===== src/rtl/fetch_pc_unit_pkg.sv =====
// rtl/fetch_pc_unit_pkg.sv - shared encodings for the fetch/PC unit
// Purpose: state encoding, PC select codes, fault codes and the reset NOP.
// Ports: none (package).
package fetch_pc_unit_pkg;

  typedef enum logic [1:0] {
    ST_IDLE  = 2'b00,
    ST_FETCH = 2'b01,
    ST_EXEC  = 2'b10,
    ST_HALT  = 2'b11
  } state_t;

  localparam logic [1:0] PC_SEL_PLUS4 = 2'b00;
  localparam logic [1:0] PC_SEL_IMM   = 2'b01;
  localparam logic [1:0] PC_SEL_JALR  = 2'b10;
  localparam logic [1:0] PC_SEL_HALT  = 2'b11;

  localparam logic [1:0] FAULT_NONE     = 2'b00;
  localparam logic [1:0] FAULT_MISALIGN = 2'b01;
  localparam logic [1:0] FAULT_TIMEOUT  = 2'b10;

  localparam logic [31:0] NOP_INSTR = 32'h0000_0013;

endpackage


===== src/rtl/fetch_pc_unit_next_pc_mux.sv =====
// rtl/fetch_pc_unit_next_pc_mux.sv - combinational next-PC selection
// Purpose: picks the candidate next PC and flags a target that is not word aligned.
// Ports:
//   pc_plus4     in  XLEN  sequential successor
//   imm_target   in  XLEN  PC+imm (branches, JAL)
//   jalr_target  in  XLEN  rs1+imm, raw
//   pc_sel       in  2     PC select code
//   branch_taken in  1     qualifies PC_SEL_IMM
//   next_pc      out XLEN  selected target
//   misaligned   out 1     next_pc[1] set
module next_pc_mux
  import fetch_pc_unit_pkg::*;
#(
  parameter int XLEN = 32
) (
  input  logic [XLEN-1:0] pc_plus4,
  input  logic [XLEN-1:0] imm_target,
  input  logic [XLEN-1:0] jalr_target,
  input  logic [1:0]      pc_sel,
  input  logic            branch_taken,
  output logic [XLEN-1:0] next_pc,
  output logic            misaligned
);

  always_comb begin
    next_pc = pc_plus4;
    unique case (pc_sel)
      PC_SEL_IMM:  next_pc = branch_taken ? imm_target : pc_plus4;
      // JALR drops bit 0 of the computed address before use.
      PC_SEL_JALR: next_pc = {jalr_target[XLEN-1:1], 1'b0};
      default:     next_pc = pc_plus4;
    endcase
    // Bit 0 is either cleared or irrelevant here; bit 1 marks a halfword target.
    misaligned = next_pc[1];
  end

endmodule


===== src/rtl/fetch_pc_unit.sv =====
// rtl/fetch_pc_unit.sv - program counter, instruction register and fetch/exec sequencer
// Purpose: fetches words from instruction memory, holds the current instruction,
//   and commits the next PC from the control unit's selection.
// Ports:
//   clk, rst_n                clock, asynchronous active-low reset
//   imem_req/imem_addr        fetch request and address (address = pc)
//   imem_rvalid/imem_rdata    returned instruction word
//   instr, instr_valid        instruction register and EXEC strobe
//   pc, pc_plus4              current PC and its link value
//   pc_sel, branch_taken      next-PC selection from control
//   imm_target, jalr_target   redirect targets from the datapath
//   end_program, ex_stall     halt request and EXEC extension
//   halted, fault             sticky halt flag and fault cause
module fetch_pc_unit
  import fetch_pc_unit_pkg::*;
#(
  parameter int              XLEN         = 32,
  parameter logic [XLEN-1:0] RESET_PC     = '0,
  parameter int              IMEM_TIMEOUT = 0,
  parameter int              CNT_W        = 8
) (
  input  logic            clk,
  input  logic            rst_n,
  output logic            imem_req,
  output logic [XLEN-1:0] imem_addr,
  input  logic            imem_rvalid,
  input  logic [31:0]     imem_rdata,
  output logic [31:0]     instr,
  output logic            instr_valid,
  output logic [XLEN-1:0] pc,
  output logic [XLEN-1:0] pc_plus4,
  input  logic [1:0]      pc_sel,
  input  logic            branch_taken,
  input  logic [XLEN-1:0] imm_target,
  input  logic [XLEN-1:0] jalr_target,
  input  logic            end_program,
  input  logic            ex_stall,
  output logic            halted,
  output logic [1:0]      fault
);

  localparam logic [CNT_W-1:0] WD_LAST =
    CNT_W'((IMEM_TIMEOUT > 0) ? IMEM_TIMEOUT - 1 : 0);

  state_t          state, state_next;
  logic [XLEN-1:0] pc_next;
  logic [31:0]     instr_next;
  logic [1:0]      fault_next;
  logic [CNT_W-1:0] wd, wd_next;
  logic [XLEN-1:0] mux_pc;
  logic            mux_misaligned;

  assign pc_plus4 = pc + XLEN'(4);

  next_pc_mux #(.XLEN(XLEN)) u_next_pc_mux (
    .pc_plus4     (pc_plus4),
    .imm_target   (imm_target),
    .jalr_target  (jalr_target),
    .pc_sel       (pc_sel),
    .branch_taken (branch_taken),
    .next_pc      (mux_pc),
    .misaligned   (mux_misaligned)
  );

  // Handshake outputs decode from state alone, so reset drops them immediately
  // and no input reaches them combinationally.
  assign imem_req    = (state == ST_FETCH);
  assign instr_valid = (state == ST_EXEC);
  assign halted      = (state == ST_HALT);
  assign imem_addr   = pc;

  always_ff @(posedge clk or negedge rst_n) begin
    if (!rst_n) begin
      state <= ST_IDLE;
      pc    <= RESET_PC;
      instr <= NOP_INSTR;
      fault <= FAULT_NONE;
      wd    <= '0;
    end else begin
      state <= state_next;
      pc    <= pc_next;
      instr <= instr_next;
      fault <= fault_next;
      wd    <= wd_next;
    end
  end

  always_comb begin
    state_next = state;
    pc_next    = pc;
    instr_next = instr;
    fault_next = fault;
    wd_next    = wd;
    unique case (state)
      ST_IDLE: state_next = ST_FETCH;
      ST_FETCH: begin
        if (imem_rvalid) begin
          instr_next = imem_rdata;
          wd_next    = '0;
          state_next = ST_EXEC;
        end else if (IMEM_TIMEOUT != 0 && wd == WD_LAST) begin
          fault_next = FAULT_TIMEOUT;
          state_next = ST_HALT;
        end else begin
          wd_next = wd + 1'b1;
        end
      end
      ST_EXEC: begin
        // A stall freezes everything, including a pending halt request.
        if (!ex_stall) begin
          if (end_program || pc_sel == PC_SEL_HALT) begin
            state_next = ST_HALT;
          end else if (mux_misaligned) begin
            fault_next = FAULT_MISALIGN;
            state_next = ST_HALT;
          end else begin
            pc_next    = mux_pc;
            state_next = ST_FETCH;
          end
        end
      end
      default: state_next = ST_HALT;
    endcase
  end

endmodule


===== config.mk =====
export PLATFORM = sky130hd
export DESIGN_NAME = fetch_pc_unit
export DESIGN_NICKNAME = d
export VERILOG_FILES = /design/src/rtl/fetch_pc_unit_pkg.sv /design/src/rtl/fetch_pc_unit_next_pc_mux.sv /design/src/rtl/fetch_pc_unit.sv
export SDC_FILE = /design/constraint.sdc
export NUM_CORES = 1
export LEC_CHECK = 0
export BUFFER_PORTS_ARGS = -buffer_cell sky130_fd_sc_hd__buf_2
export CAP_MARGIN = 20
export CORE_UTILIZATION = 41
export CTS_CLUSTER_DIAMETER = 80
export CTS_CLUSTER_SIZE = 20
export DETAILED_ROUTE_END_ITERATION = 7
export PLACE_DENSITY = 0.78
export REMOVE_ABC_BUFFERS = 1
export SLEW_MARGIN = 5
export SYNTH_ARGS = -nofsm -noshare
export SYNTH_HDL_FRONTEND = slang
export SYNTH_SLANG_ARGS = --single-unit

===== constraint.sdc =====
create_clock -name clk -period 2.15 [get_ports clk]
set_input_delay 0.43 -clock clk [delete_from_list [all_inputs] [get_ports clk]]
set_output_delay 0.43 -clock clk [all_outputs]
set_load 0.005 [all_outputs]

==> summary by stage <==
Setup path
Traced cell by cell, the critical path runs through nand4_1, or4_4, or3_4, xnor2_2, buf_2. The slack of the worst reg-to-reg path is about 0.08 ns. In this run the worst path has a maximum fanout of 4. Data on the critical path arrives at its endpoint at 2.14 ns. On the critical path, the stage with the largest delay is an instance of sky130_fd_sc_hd__or4_4.

STA classifies the critical path endpoint as an output pin. In this design, the largest share of critical-path delay is due to simple AND/OR/NAND/NOR gates. The buffers plus inverters on the worst setup path is 1. STA classifies the critical path startpoint as a flop. The critical setup path kind is flop to output pin. For this run, the slowest stage of the critical path takes between 0.6 and 0.7 ns.

Data on the critical path is required at its endpoint by about 1.7 ns.

Min path
The min-delay analysis places its worst path in the category primary input to flop.

Synth
The synthesized netlist cell count is around 450. Synthesis inferred 66 register bits. The commonest cells after synthesis are 63 x sky130_fd_sc_hd__dfrtp_1, 36 x sky130_fd_sc_hd__buf_4, 32 x sky130_fd_sc_hd__mux2_2, 24 x sky130_fd_sc_hd__nand2_1, 19 x sky130_fd_sc_hd__a22o_1. The sequential fraction of the synthesis area is 0.377. The synthesized cell area is approximately 4400 um^2. After synthesis, the cell types taking the most area are sky130_fd_sc_hd__dfrtp_1 36%, sky130_fd_sc_hd__mux2_2 8.2%, sky130_fd_sc_hd__buf_4 6.1%. The dominant synthesized flop cell is sky130_fd_sc_hd__dfrtp_1. In this run, distinct cell masters in the synthesized netlist total between 60 and 70. The mean post-synth cell area is roughly 10 um^2. The share of synthesized area in the top cell type comes to 0.359. For this run, the number of Yosys warnings is 0. sky130_fd_sc_hd__dfrtp_1 is the most common cell in the netlist.

Yosys mapped a number of flops with a built-in enable equal to 0. The proportion of register bits with asynchronous set or reset after synthesis is 1.00. The largest total area in the synthesized netlist belongs to sky130_fd_sc_hd__dfrtp_1.

Layout
After the last flow step, the layout net total stands at a little over 800. In the final layout, the share of cells above drive strength 1 is 0.598. The area added between synthesis and finish is 55.2%. The final design instance area without fill is 6820 um^2.

The repair_antennas step left the layout with diodes totalling 0.

Placement
The HPWL reported at the end of detailed placement is 10,600 um. The placed standard-cell area is 5890 um^2. The count of input and output buffers is 231.

The pre-CTS worst setup slack is -0.194 ns. Routability-driven placement finished with a final weighted congestion of around 0.84.

Floorplanning
The die is ~110 um tall. The floorplan step defined a die boundary enclosing 11,100 um^2. The site row count is 37.

In this run the horizontal extent of the chip is ~110 um. between 200 and 250 I/O pins were placed. The effective utilization at floorplan is 0.424. After floorplanning, the core was sized to cover about 10,000 um^2.

Timing
Setup violations remaining at the end of the flow were counted as 24. Once routing completed, OpenROAD measured the worst setup slack at -0.424 ns. The actual slew at the worst max-slew pin is around 0.47 ns.

The count of final hold-check violations was 0. For the finished layout, the period the worst path requires is between 2 and 3 ns. The clock arrives with 0.0111 ns of skew. The timing-limited maximum frequency is roughly 0.4 GHz. In this run the tightest slew margin relative to its limit is 0.680. Setup repair after global routing could not meet its margin everywhere. The max-slew violation count is 0. Dividing the final minimum period by the clock period gives 1.20.

Routing
The number of iterations in the first detailed-routing pass is 5. The number of DRC markers after the initial detailed-route iteration is roughly 300. After detailed routing, the number of vias per cell comes to about 5.4. Once detail routing completed, the nets flagged for antenna violations numbered 0. Across all layers, the routed design uses ~4,700 vias. The DRC violations left is 0. The detail-routed net length per standard cell is about 17 um.

The wire length after detailed routing is roughly 15,000 um.

Clock tree
The later-pin clock latency in the skew report is roughly 0.34 ns. The maximum clock insertion buffer count is 2. Clock-pin slew was measured on the worst setup and hold paths at around 0.080 ns. The clock sink count is 66. TritonCTS created 9 clock buffers.

Clock tree synthesis selected as its root buffer the cell sky130_fd_sc_hd__clkbuf_8. TritonCTS built the clock tree. In this run the number of H-tree levels came out at 3.

Global routing
The global-route wire length before repair is 22,200 um. The number of global-route vias before repair is 4,405. The initial antenna violation count is 0. The overall overflow remaining after global route is 0. The maximum number of pins on one net before global-route repair is 35. The aggregate global-route resource usage is 0.253.

Status
The run finished, with violations left. The final reports fail on negative setup slack.

Run
The max-cap violation count is 0.

Power
The standby leakage power is approximately 3.3 nW. Summing internal, switching and leakage power gives 3.70 mW. The total power divided by cell area is around 540 nW/um^2.

IR analysis of the VDD net gives a maximum drop of about 0.33 mV.
path summary, 6_finish.rpt:
path	from	cells after the start	end
max	imem_addr[2]	5	pc_plus4[21]
min	ex_stall	2	state[0]
max reg2reg	imem_addr[10]	6	imem_addr[18]
min reg2reg	fault[0]	1	fault[0]
max in group asynchronous	rst_n	3	instr[4]
min in group asynchronous	rst_n	2	imem_addr[23]
routing by layer:
layer,global-route usage,wire (um),part of all wire,vias up
met2,0.463,7440,0.51,245
met3,0.0383,976,0.067,18
met4,0.0833,171,0.012,0
met5,0,0,0,-
li1,-,-,-,2186
met1,0.301,5910,0.41,2248
through the flow:
stage / utilization / TNS, ns / hold slack [ns] / std cells
floorplan: - / -8.67 / 0.134 / 382
global placement: 0.568 / -0.465 / 0.342 / 814
detailed placement: 0.568 / -0.863 / 0.356 / 814
CTS: 0.618 / -6.23 / 0.281 / 846
global route: 0.658 / -7.72 / 0.295 / 862
finish: 0.658 / -5.09 / 0.293 / 862
cells by family (layout without fill, tap and decap cells):
logic type	Yosys count	after routing	synth area share
compound gates	110	110	0.191
simple gates	108	108	0.146
buf+inv	86	362	0.108
flops	66	66	0.377
mux	46	46	0.114
xor+xnor	26	26	0.0518
fa+ha+maj	4	4	0.0114
other cells	1	4	0.000853
area by class of cell:
type	count	area (um^2)
Sequential cell	66	1660
Timing Repair Buffer	328	2080
Clock buffer	12	155
Multi-Input combinational cell	298	2650
Inverter	18	67.6
Tap cell	136	170
Fill cell	831	3550
Clock inverter	4	50.0
state kept, by name (all words and copies together) (netlist names):
name       count
state          2
fault          1
imem_addr     31
instr         32
what timing repair did:
| action | in CTS | in global routing |
|---|---|---|
| cloned | 0 | 1 |
| pin swaps | 14 | 33 |
| setup buffers | 15 | 17 |
| setup endpoints to repair | 24 | 26 |
| hold endpoints to repair | 10 | 0 |
| hold buffers | 1 | 0 |
| gates resized for setup | 35 | 55 |
layout by cell type, fill, tap and decap left out, drive strengths merged, types with 4 or more instances in the layout:
cell type	count
a211o	5
a21oi	11
a222oi	5
a22o	19
a22oi	9
and4	4
buf	326
clkbuf	13
conb	4
dfrtp	63
ha	4
inv	17
mux2	32
mux2i	14
nand2	24
nand3	16
nand4	9
nor2	7
nor3	6
nor4	10
o211ai	14
o21ai	11
o22ai	4
o311ai	6
o31a	4
or3	11
or4	5
xnor2	18
xor2	8
power breakdown:
group	leakage, nW	internal (mW)	switching [mW]
clock network	0.0986	0.597	0.475
logic	2.48	0.572	0.471
registers	0.768	1.47	0.112
total	3.35	2.64	1.06
No activity file was read; power rests on OpenSTA's default activity.
